**src/rtl/if_fetch_controller.sv**
```systemverilog
// Fetch-stage sequencer: owns the PC and steers the IF/ID write-enable and flush controls.
// Arbitrates between branch redirects, load-use stalls, halt requests and instruction-memory wait states.
module if_fetch_controller #(
  parameter int PC_W         = 8,
  parameter int REG_AW       = 5,
  parameter int RESET_PC     = 0,
  parameter int WAIT_TIMEOUT = 15
) (
  input  logic              clk,
  input  logic              rst,
  input  logic              imem_ready,
  input  logic              branch_taken,
  input  logic [PC_W-1:0]   branch_target,
  input  logic              id_ex_mem_read,
  input  logic [REG_AW-1:0] id_ex_rd,
  input  logic [REG_AW-1:0] if_id_rs1,
  input  logic [REG_AW-1:0] if_id_rs2,
  input  logic              halt_req,
  input  logic              resume,
  output logic [PC_W-1:0]   pc,
  output logic              ifid_write_en,
  output logic              ifid_flush,
  output logic              idex_bubble,
  output logic              halted,
  output logic              fetch_err,
  output logic [15:0]       stall_cycles
);

  localparam int WCNT_W = $clog2(WAIT_TIMEOUT + 1);

  typedef enum logic [1:0] {FETCH, MEM_WAIT, HALT} state_t;

  state_t              state_q, state_d;
  logic [PC_W-1:0]     pc_q, pc_d;
  logic [WCNT_W-1:0]   wait_cnt_q, wait_cnt_d;
  logic                fetch_err_q, fetch_err_d;
  logic [15:0]         stall_q, stall_d;
  logic                load_use;

  function automatic logic [15:0] sat_inc(input logic [15:0] v);
    return (v == 16'hFFFF) ? v : v + 16'd1;
  endfunction

  assign load_use = id_ex_mem_read && (id_ex_rd != '0) &&
                    ((id_ex_rd == if_id_rs1) || (id_ex_rd == if_id_rs2));

  always_comb begin
    state_d       = state_q;
    pc_d          = pc_q;
    wait_cnt_d    = wait_cnt_q;
    fetch_err_d   = fetch_err_q;
    ifid_write_en = 1'b0;
    ifid_flush    = 1'b0;
    idex_bubble   = 1'b0;
    if (rst) begin
      ifid_flush  = 1'b1;
      idex_bubble = 1'b1;
    end else begin
      case (state_q)
        HALT: begin
          ifid_flush = 1'b1;
          // A timed-out fetch stays parked until reset.
          if (resume && !fetch_err_q) state_d = FETCH;
        end
        default: begin
          if (branch_taken) begin
            pc_d        = branch_target;
            ifid_flush  = 1'b1;
            idex_bubble = 1'b1;
            state_d     = FETCH;
            wait_cnt_d  = '0;
          end else if (load_use) begin
            idex_bubble = 1'b1;
          end else if (halt_req) begin
            ifid_flush = 1'b1;
            state_d    = HALT;
            wait_cnt_d = '0;
          end else if (!imem_ready) begin
            ifid_flush = 1'b1;
            if (wait_cnt_q == WCNT_W'(WAIT_TIMEOUT - 1)) begin
              fetch_err_d = 1'b1;
              state_d     = HALT;
              wait_cnt_d  = '0;
            end else begin
              state_d    = MEM_WAIT;
              wait_cnt_d = wait_cnt_q + 1'b1;
            end
          end else begin
            ifid_write_en = 1'b1;
            pc_d          = pc_q + 1'b1;
            state_d       = FETCH;
            wait_cnt_d    = '0;
          end
        end
      endcase
    end
    stall_d = (!rst && !ifid_write_en && state_q != HALT) ? sat_inc(stall_q) : stall_q;
  end

  always_ff @(posedge clk) begin
    if (rst) begin
      state_q     <= FETCH;
      pc_q        <= PC_W'(RESET_PC);
      wait_cnt_q  <= '0;
      fetch_err_q <= 1'b0;
      stall_q     <= '0;
    end else begin
      state_q     <= state_d;
      pc_q        <= pc_d;
      wait_cnt_q  <= wait_cnt_d;
      fetch_err_q <= fetch_err_d;
      stall_q     <= stall_d;
    end
  end

  assign pc           = pc_q;
  assign halted       = (state_q == HALT);
  assign fetch_err    = fetch_err_q;
  assign stall_cycles = stall_q;

endmodule

```
**config.mk**
```make
export PLATFORM = sky130hd
export DESIGN_NAME = if_fetch_controller
export DESIGN_NICKNAME = d
export VERILOG_FILES = /design/src/rtl/if_fetch_controller.sv
export SDC_FILE = /design/constraint.sdc
export NUM_CORES = 1
export LEC_CHECK = 0
export ABC_CLOCK_PERIOD_IN_PS = 2000
export BUFFER_PORTS_ARGS = -buffer_cell sky130_fd_sc_hd__buf_2
export CAP_MARGIN = 20
export CELL_PAD_IN_SITES_DETAIL_PLACEMENT = 0
export CELL_PAD_IN_SITES_GLOBAL_PLACEMENT = 1
export CORE_ASPECT_RATIO = 0.6
export CORE_MARGIN = 2
export CORE_UTILIZATION = 25
export CTS_BUF_LIST = sky130_fd_sc_hd__clkbuf_8 sky130_fd_sc_hd__clkbuf_16
export DETAILED_ROUTE_END_ITERATION = 7
export PLACE_DENSITY = 0.68
export SYNTH_ARGS = -nofsm -noshare
export SYNTH_HDL_FRONTEND = slang
export SYNTH_SLANG_ARGS = --single-unit
```
**constraint.sdc**
```tcl
create_clock -name clk -period 2 [get_ports clk]
set_input_delay 0.5 -clock clk [delete_from_list [all_inputs] [get_ports clk]]
set_output_delay 0.5 -clock clk [all_outputs]
set_load 0.02 [all_outputs]
```
=== After elaboration in Yosys (flattened, before gate mapping) ===
Index checks and enable logic that the tools add are counted.

* Equal/unequal tests: 10
* Reductions and logical operators: 16
* Bitwise logic cells: 6
* $add $sub $neg: 3
* Muxes and demuxes: 32

{| class="wikitable"
|+ Operator list
! operator !! count
|-
| 8-bit 2-to-1 mux || 4
|-
| 4-bit 2-to-1 mux || 5
|-
| 16-bit by 1-bit adder with 16-bit output, second input constant || 1
|-
| 16-bit == test, second input constant || 1
|-
| 1-bit 2-to-1 mux || 16
|-
| 2-bit 2-to-1 mux || 7
|-
| 5-bit == test || 2
|-
| 8-bit by 1-bit adder with 8-bit output, second input constant || 1
|-
| 2-bit != test, second input constant || 3
|-
| 1-bit inverter || 6
|-
| 2-bit AND reduction || 3
|-
| 6-bit AND reduction || 1
|-
| 1-bit logical AND || 5
|-
| 5-bit nonzero test || 1
|-
| 4-bit by 1-bit adder with 4-bit output, second input constant || 1
|-
| 4-bit == test, second input constant || 1
|-
| 4-bit AND reduction || 1
|-
| 1-bit zero test || 3
|-
| 3-bit != test, second input constant || 1
|-
| 2-bit == test, second input constant || 1
|-
| 2-bit by 1-bit != test with 1-bit output, second input constant || 1
|-
| 2-bit nonzero test || 1
|-
| 1-bit logical OR || 1
|}

* Logic and storage cells: 72
* Output and inout port bits: 29
* Register bits after elaboration: 31
* Input bits: 30

=== Longest topological paths before layout ===
Gate-level depths: netlist of the first run.

* Depth after elaboration: 11
* Mapped depth: 8
* Depth with buffers taken out: 8

=== Worst setup path before layout of the first run ===
OpenSTA, ideal clock, no wires.

* Path kind: input -> output
* Start point: input port id_ex_rd[1]
* End point: output port ifid_write_en
* Stages on the path: 4
* Data required time: 1.500 ns
* Buffers on the path: 0
* Setup slack: -0.278 ns
* Arrival time: 1.778 ns
* Path through: or4_4 o21ai_1 o21ai_0 nor3_1

* Longest elaborated chain between the ends: 7
* Elaborated cells on any way between the ends: 10
* Classes of those cells: 2 x eq/ne; 4 x mux; 4 x reduce/logical

{| class="wikitable"
|+ Ends and longest elaborated chain
! what !! line !! source
|-
| start, declared || 15 || <nowiki>input logic [REG_AW-1:0] id_ex_rd,</nowiki>
|-
| 5-bit == test / 5-bit nonzero test (equally long branches) || 45, 44 ||
|-
| 1-bit logical OR / 1-bit logical AND (equally long branches) || 45, 44 ||
|-
| 1-bit logical AND * || 44 || <nowiki>assign load_use = id_ex_mem_read && (id_ex_rd != '0) &&</nowiki>
|-
| 1-bit 2-to-1 mux * || 72 || <nowiki>end else if (load_use) begin</nowiki>
|-
| 1-bit 2-to-1 mux * || 66 || <nowiki>if (branch_taken) begin</nowiki>
|-
| 1-bit 2-to-1 mux * || 59 || <nowiki>case (state_q)</nowiki>
|-
| 1-bit 2-to-1 mux * || 55 || <nowiki>if (rst) begin</nowiki>
|-
| end, declared || 21 || <nowiki>output logic ifid_write_en,</nowiki>
|}

Every way passes the cells marked *; elsewhere a longest branch is shown, timed or not.

=== Worst setup path after layout of the first run ===
* Start point: input port id_ex_rd[1]
* End point: output port idex_bubble

* Longest elaborated chain between the ends: 7
* Elaborated cells on any way between the ends: 10
* Classes of those cells: 2 x eq/ne; 4 x mux; 4 x reduce/logical

{| class="wikitable"
|+ Ends and longest elaborated chain
! what !! line !! source
|-
| 5-bit == test / 5-bit nonzero test (equally long branches) || 45, 44 ||
|-
| 1-bit logical OR / 1-bit logical AND (equally long branches) || 45, 44 ||
|-
| 1-bit logical AND * || 44 ||
|-
| 1-bit 2-to-1 mux * || 72 ||
|-
| 1-bit 2-to-1 mux * || 66 ||
|-
| 1-bit 2-to-1 mux * || 59 ||
|-
| 1-bit 2-to-1 mux * || 55 ||
|-
| end, declared || 23 || <nowiki>output logic idex_bubble,</nowiki>
|}

Marks and branches as above.

==> impl_metrics.yaml, run 1 <==
status:
  status: "complete, but fails checks"
  violations: "setup timing"
clock_tree:
  cts_buffer_depth: 2
  cts-htree-levels: 2
  cts_root_buf: "clkbuf_16"
  cts_tree: "done"
  path_clk_slew_ps: 50
  cts_sinks: 31
  numCtsBuffers: 5
  worst_skew_pair.late_latency_ps: 270
synthesis:
  synth-simple-area-share: 0.262
  ys_async_sr_fraction: 0
  synthCells: 242
  synth-compound-area-share: 0.291
  synthAdderAreaFrac: 0.0250
  synth-seq-cells: 31
  synthesis.area_um2: 2000
  muxShareOfSynthArea: 0.0125
  synth_edf_count: 0
  syn_nets: 276
  ys_seq_area_frac: 0.310
  yosysTopAreaCell: "dfxtp_1"
  synth_xor_area_frac: 0.0437
  yosys_warnings: 0
  syn_avg_cell_area_um2: 8.28
  synth_cell_types: 58
  yosysMostFrequentCell: "dfxtp_1"
  ys_top_cells_by_count: "31 x dfxtp_1, 19 x nand2_1, 17 x nor2_1"
  synth_top_area_frac: 0.310
  synthTopCellsByArea: "dfxtp_1 31%, xnor2_1 4.4%, nand3_1 3.7%"
  synth_top_family_by_area: "compound AO/OA/AOI/OAI gates"
  ys.flop_type: "dfxtp_1"
timing:
  max_slew_margin: 0.742
  rsz0062_at_grt: "yes"
  drv_slew: 0
  tns_ps: -2430
  holdWs_ps: 474
  setup_viol: 23
  worst_slack_ps: -267
  finalCritPeriodShare: 1.13
  fmax_mhz: 441
  finalHoldViolCount: 0
  fin_worst_skew_ps: 6.10
  layout_min_cycle_time_ps: 2270
  worst_pin_slew_ps: 384
floorplanning:
  chipWidth_um: 120
  initial_core_util: 0.256
  die_h_um: 73.4
  io_pins: 59
  std_cell_rows: 25
  design.die.area_um2: 8770
  fp.coreArea_um2: 7820
global_route:
  grt_pass1_vias: 1924
  grt_overflow: 0
  antenna_found_initial: 0
  grt_first_pass_wirelength_um: 9760
  grt_max_degree: 19
  gr-usage-all-layers: 0.140
placed_design:
  pre_cts_slack_ps: -362
  portBuffers: 58
  dp_cells: 423
  dp_hpwl_um: 4540
  gp_congestion: 0.831
  placed_cell_area_um2: 2610
cells_and_area:
  final_nets: 366
  post-route-util: 0.399
  stdcell_area_um2: 3120
  areaGrowthSynthToFinish_pct: 55.7
  drive_gt1_frac: 0.465
  final_cells: 441
  antennaDiodeCount: 0
worst_setup_path:
  reg2reg_depth: 6
  crit_fanout: 4
  r2r-start: "stall_cycles[13]"
  arrival_ps: 1770
  r2r_slack_ps: 80
  r2r-end: "stall_cycles[9]"
  end_kind: "output pin"
  required_ps: 1500
  worst-setup-path-type: "input port to output pin"
  cp-start-kind: "input port"
worst_hold_path:
  hold_start: "state_q[0]"
  hold_path.class: "flip-flop to flip-flop"
  min_path_cells: 2
  hold_path_end: "state_q[0]"
pwr:
  power_density_nw_per_um2: 583
  peakVddDrop_uv: 295
  fin_total_pwr_mw: 1.82
  leakagePower_nw: 1.26
detailed_routing:
  routedWlPerCell_um: 14.4
  drt-initial-drc-count: 115
  drc: 0
  ant_nets: 0
  dr.pass1.iters: 4
  vias: 2179
  via_per_inst: 4.94
  routed_wl_um: 6360
run:
  maxCapViolations: 0
per-layer routing:
layer  vias up  wire [um]  GRT usage
li1       1098          -          -
met1      1015       3360      0.213
met2        61       2610      0.196
met3         5        353     0.0373
met4         0         36     0.0275
met5         -          0          0
flip-flops by register name (all words and copies together), names as in the netlist:
signal,count
wait_cnt_q,4
fetch_err,1
pc,8
state_q,2
stall_cycles,16
cell families (layout without fill, tap and decap cells):
kind of cell             count (synthesis)  count (layout)
AND/OR/NAND/NOR                         98              98
AO/OA/AOI/OAI                           74              74
flip-flops                              31              31
buffers and inverters                   23             114
XOR/XNOR                                10              10
adder cells (fa/ha/maj)                  4               4
multiplexers                             2               2
critical path, stage by stage:
cell and delay (ps):
buf_6 90, or4_4 560, o21a_4 250, a21oi_4 140, o21ai_2 80, buf_6 130
final cells by class:
type	instances	area, um^2
Clock buffer	7	153
Inverter	9	33.8
Tap cell	108	135
Multi-Input combinational cell	188	1480
Timing Repair Buffer	97	699
Fill cell	818	4700
Sequential cell	31	621
Clock inverter	1	3.75
power by group:
| part | internal [mW] | leakage (nW) | switching, mW |
|---|---|---|---|
| Combinational | 0.177 | 0.932 | 0.199 |
| Clock | 0.524 | 0.0813 | 0.264 |
| Sequential | 0.636 | 0.252 | 0.0180 |
| Total | 1.34 | 1.26 | 0.481 |
how the worst max path moves through the flow:
stage	startpoint	to	slack [ps]	cells after the start
after global routing	id_ex_rd[1]	ifid_write_en	-300	6
after floorplan	id_ex_rd[1]	ifid_write_en	-90	4
after CTS	id_ex_rd[2]	idex_bubble	-300	6
after detailed placement	id_ex_rd[2]	ifid_write_en	-360	6
after global placement	id_ex_rd[2]	ifid_write_en	-360	6
final	id_ex_rd[1]	idex_bubble	-270	6
placed cells by master, fill, tap and decap left out, drive strengths merged, types with 9 or more instances in the layout:
master / count
xnor2: 10
nand2: 19
inv: 10
dfxtp: 31
clkbuf: 9
nand3: 15
o21ai: 13
buf: 95
a21oi: 19
nor2: 17
timing repair:
action	4_1_cts	5_1_grt
gates resized for setup	21	32
hold buffers	0	0
gates cloned	0	2
endpoints found under the setup margin	7	26
pin swaps	8	16
buffers inserted	4	4
Power figures use the tool's default switching activity.
==> run 2: changes to the inputs <==
--- a/config.mk
+++ b/config.mk
@@ -16,5 +16,6 @@
 export CTS_BUF_LIST = sky130_fd_sc_hd__clkbuf_8 sky130_fd_sc_hd__clkbuf_16
 export DETAILED_ROUTE_END_ITERATION = 7
-export PLACE_DENSITY = 0.68
+export PLACE_DENSITY_LB_ADDON = 0.08
+export RECOVER_POWER = 25
 export SYNTH_ARGS = -nofsm -noshare
 export SYNTH_HDL_FRONTEND = slang
==> constraint.sdc (replaced) <==
create_clock -name clk -period 2 [get_ports clk]
set_input_delay 0.5 -clock clk [delete_from_list [all_inputs] [get_ports clk]]
set_output_delay 0.5 -clock clk [all_outputs]
set_load 0.1 [all_outputs]
==> impl_metrics.yaml, run 2 (synthesis gave the netlist of run 1 again) <==
status:
  status: "complete, but fails checks"
  violations: "setup timing"
run:
  maxCapViolations: 0
worst_setup_path:
  end_kind: "output pin"
  crit_fanout: 4
  cp-start-kind: "input port"
  cp_slowest_cell: "or4_4"
  crit_start: "id_ex_rd[2]"
  cpPeakStageDelay_ps: 550
  r2r-end: "stall_cycles[9]"
  r2r-start: "stall_cycles[13]"
  r2r_slack_ps: 150
  required_ps: 1500
  reg2reg_depth: 6
  worstPathCellList: "buf_6 > or4_4 > o21a_4 > a21oi_2 > o21ai_2 > buf_12"
  arrival_ps: 1790
  worst-setup-path-type: "input port to output pin"
timing:
  finalCritPeriodShare: 1.14
  worst_slack_ps: -290
  finalHoldViolCount: 0
  layout_min_cycle_time_ps: 2290
  fin_worst_skew_ps: 1.83
  max_slew_margin: 0.640
  worst_pin_slew_ps: 543
  rsz0062_at_grt: "yes"
  drv_slew: 0
  setup_viol: 21
  tns_ps: -2180
  fmax_mhz: 437
worst_hold_path:
  min_path_cells: 2
  hold_path_end: "state_q[0]"
  hold_start: "state_q[0]"
  hold_path.class: "flip-flop to flip-flop"
global_route:
  antenna_found_initial: 0
  grt_pass1_vias: 2041
  grt_first_pass_wirelength_um: 10300
  gr-usage-all-layers: 0.150
  grt_max_degree: 23
  grt_overflow: 0
floorplanning:
  fp.coreArea_um2: 7820
  chipWidth_um: 120
  initial_core_util: 0.256
  std_cell_rows: 25
  die_h_um: 73.4
  design.die.area_um2: 8770
  io_pins: 59
detailed_routing:
  vias: 2195
  routed_wl_um: 6420
  routedWlPerCell_um: 14.2
  drt-initial-drc-count: 95
  ant_nets: 0
  via_per_inst: 4.85
  dr.pass1.iters: 4
  drc: 0
cells_and_area:
  layout_commonest_cell: "buf_2"
  largest_reg_flops: 16
  final_cell_mix: "44 x buf_2, 38 x buf_4, 17 x nor2_1"
  areaGrowthSynthToFinish_pct: 61.2
  drive_gt1_frac: 0.530
  antennaDiodeCount: 0
  final_cells: 453
  final_nets: 378
pwr:
  p_clk_frac: 0.385
  p_seq_frac: 0.345
  power_density_nw_per_um2: 578
  peakVddDrop_uv: 234
  p_int_mw: 1.27
  leakagePower_nw: 1.30
  p_comb_frac: 0.270
  p_switching_mw: 0.601
  swShare: 0.322
clock_tree:
  cts_root_buf: "clkbuf_16"
  path_clk_slew_ps: 50
  numCtsBuffers: 5
  cts-htree-levels: 2
  cts_sinks: 31
  worst_skew_pair.late_latency_ps: 280
  cts_tree: "done"
  cts_buffer_depth: 2
  cts_hold_buf: 0
placed_design:
  portBuffers: 58
  gp_congestion: 0.789
  dp_cells: 432
  dp_hpwl_um: 4860
run 2: metrics by stage:
step	area (um^2)	setup slack (ps)	total power, mW	util	hold WS (ps)
2_1_floorplan	2100	-595	0.953	-	434
3_3_place_gp	2780	-478	1.10	0.356	448
3_5_place_dp	2780	-468	1.10	0.356	451
4_1_cts	3050	-334	1.87	0.390	459
5_1_grt	3230	-333	1.96	0.413	492
6_report	3230	-290	1.87	0.413	455
run 2: cell type report:
class	instances	area, um^2
fill	803	4590
multi-input combinational	188	1460
timing repair buffer	109	801
sequential	31	666
tap	108	135
clock buffer	5	125
inverter	9	33.8
clock inverter	3	11.3
run 2: repair_timing:
action / 4_1_cts / 5_1_grt
gates resized for setup: 16 / 36
pin swaps: 18 / 12
hold endpoints to repair: 0 / 0
buffers inserted: 8 / 4
gates cloned: 0 / 1
endpoints found under the setup margin: 16 / 31
run 2: how the worst max path moves through the flow:
stage               endpoint  slack [ps]
3_5_place_dp     idex_bubble        -470
6_report         idex_bubble        -290
3_3_place_gp     idex_bubble        -480
4_1_cts          idex_bubble        -330
2_1_floorplan  ifid_write_en        -600
5_1_grt        ifid_write_en        -330
run 2: critical path: cells and delay by family:
family	cells	cell delay [ps]
AO/OA/AOI/OAI	3	460
buffers and inverters	2	270
AND/OR/NAND/NOR	1	550
run 2: routing by layer:
layer | GRT usage | wire length, um
met2 | 0.204 | 2480
met3 | 0.0450 | 369
met5 | 0 | 0
met4 | 0.0431 | 74
met1 | 0.225 | 3500
run 2: power groups by stage:
| stage | Combinational, mW | Clock [mW] | Sequential (mW) |
|---|---|---|---|
| detailed placement | 0.444 | 0 | 0.657 |
| floorplan | 0.190 | 0 | 0.764 |
| global placement | 0.447 | 0 | 0.657 |
| finish | 0.504 | 0.718 | 0.645 |
| CTS | 0.472 | 0.752 | 0.644 |
| global route | 0.538 | 0.775 | 0.648 |
==> run 3: changes to the inputs <==
Settings changed: CELL_PAD_IN_SITES_GLOBAL_PLACEMENT 1 to 2.
==> impl_metrics.yaml, run 3 (synthesis gave the netlist of run 1 again) <==
detailed_routing:
  drc: 0
  vias: 2249
  routedWlPerCell_um: 15.1
  dr.pass1.iters: 4
  routed_wl_um: 6890
  drt-initial-drc-count: 107
  via_per_inst: 4.94
  ant_nets: 0
pwr:
  power_density_nw_per_um2: 597
  swShare: 0.322
  p_int_mw: 1.37
  p_comb_frac: 0.267
  peakVddDrop_uv: 240
  p_clk_frac: 0.414
  leakagePower_nw: 1.35
  p_seq_frac: 0.318
  p_switching_mw: 0.653
global_route:
  grt_first_pass_wirelength_um: 10900
  gr-usage-all-layers: 0.161
  antenna_found_initial: 0
  grt_pass1_vias: 2143
  grt_overflow: 0
  grt_max_degree: 20
timing:
  fin_worst_skew_ps: 6.72
  worst_pin_slew_ps: 551
  tns_ps: -3220
  finalHoldViolCount: 0
  setup_viol: 28
  rsz0062_at_grt: "yes"
  layout_min_cycle_time_ps: 2320
  max_slew_margin: 0.635
  drv_slew: 0
  fmax_mhz: 431
  worst_slack_ps: -320
  finalCritPeriodShare: 1.16
clock_tree:
  cts_sinks: 31
  worst_skew_pair.late_latency_ps: 290
  path_clk_slew_ps: 60
  cts_tree: "done"
  numCtsBuffers: 5
  cts_root_buf: "clkbuf_16"
  cts-htree-levels: 2
  cts_hold_buf: 0
  cts_buffer_depth: 2
cells_and_area:
  final_cell_mix: "44 x buf_2, 34 x buf_4, 17 x nor2_1"
  antennaDiodeCount: 0
  layout_commonest_cell: "buf_2"
  final_cells: 455
  drive_gt1_frac: 0.530
  fill_cells: 821
  largest_reg_flops: 16
  final_nets: 380
  areaGrowthSynthToFinish_pct: 69.4
floorplanning:
  fp.coreArea_um2: 7820
  initial_core_util: 0.256
  die_h_um: 73.4
  design.die.area_um2: 8770
  std_cell_rows: 25
  chipWidth_um: 120
  io_pins: 59
worst_setup_path:
  crit_fanout: 3
  worst-setup-path-type: "input port to output pin"
  required_ps: 1500
  arrival_ps: 1820
  worstPathCellList: "buf_8 > or4_4 > o21a_4 > a21oi_4 > o21ai_2 > buf_12"
  cp-start-kind: "input port"
  cpPeakStageDelay_ps: 570
  cp_slowest_cell: "or4_4"
  end_kind: "output pin"
status:
  violations: "setup timing"
  status: "complete, but fails checks"
placed_design:
  portBuffers: 58
  dp_hpwl_um: 5030
  gp_congestion: 0.720
  dp_cells: 430
worst_hold_path:
  hold_path.class: "flip-flop to flip-flop"
run:
  maxCapViolations: 0
[run 3: cell count changes in the layout (fill, tap and decap cells not counted), moves of 3 or more]
| cell | change |
|---|---|
| buf_4 | -4 |
| buf_6 | +3 |
| clkbuf_16 | +3 |
| clkbuf_2 | -3 |
| or3_1 | +4 |
| or3_4 | -4 |
[run 3: critical path: cells and delay by family]
kind / cells / cell delay (ps)
buf+inv: 2 / 270
compound gates: 3 / 470
simple gates: 1 / 570
[run 3: timing repair]
action	CTS	global route
gates cloned	0	3
gates resized for setup	24	36
pin swaps	17	16
buffers inserted	6	9
setup endpoints to repair	6	26
[run 3: per-stage QoR]
step | setup WS [ps] | power [mW] | utilization | area [um^2] | hold slack (ps)
global route | -351 | 2.11 | 0.434 | 3400 | 497
CTS | -329 | 1.99 | 0.394 | 3080 | 462
floorplan | -595 | 0.953 | - | 2100 | 434
global placement | -480 | 1.10 | 0.356 | 2780 | 444
detailed placement | -496 | 1.11 | 0.356 | 2780 | 451
finish | -320 | 2.03 | 0.434 | 3400 | 462
[run 3: metal layers]
layer  track usage  part of all wire  vias to the layer above
met5             0                 0                        -
met4        0.0510             0.011                        0
met2         0.225              0.38                       45
met3        0.0474             0.050                        8
met1         0.235              0.56                     1056
li1              -                 -                     1140
[run 3: final cells by class]
cell class	count	area (um^2)	area share
clock buffers	7	153	0.0450
clock inverters	1	7.51	0.00221
inverters	9	33.8	0.00995
multi-input cells	188	1480	0.436
flip-flops and latches	31	666	0.196
well taps	108	135	0.0398
repair buffers	111	920	0.271
[run 3: power by group through the flow]
stage          combinational, mW  sequential (mW)  clock [mW]
6_report                   0.542            0.645       0.840
5_1_grt                    0.576            0.649       0.889
4_1_cts                    0.482            0.644       0.862
3_5_place_dp               0.449            0.657           0
3_3_place_gp               0.447            0.657           0
2_1_floorplan              0.190            0.764           0
[run 3: path summary, 6_finish.rpt]
| kind | cells after the start | start | end | slack, ps |
|---|---|---|---|---|
| min | 2 | state_q[0] | state_q[0] | 460 |
| max reg2reg | 6 | stall_cycles[1] | stall_cycles[8] | 80 |
| min reg2reg | 2 | state_q[0] | state_q[0] | 460 |
| max | 6 | id_ex_rd[4] | idex_bubble | -320 |
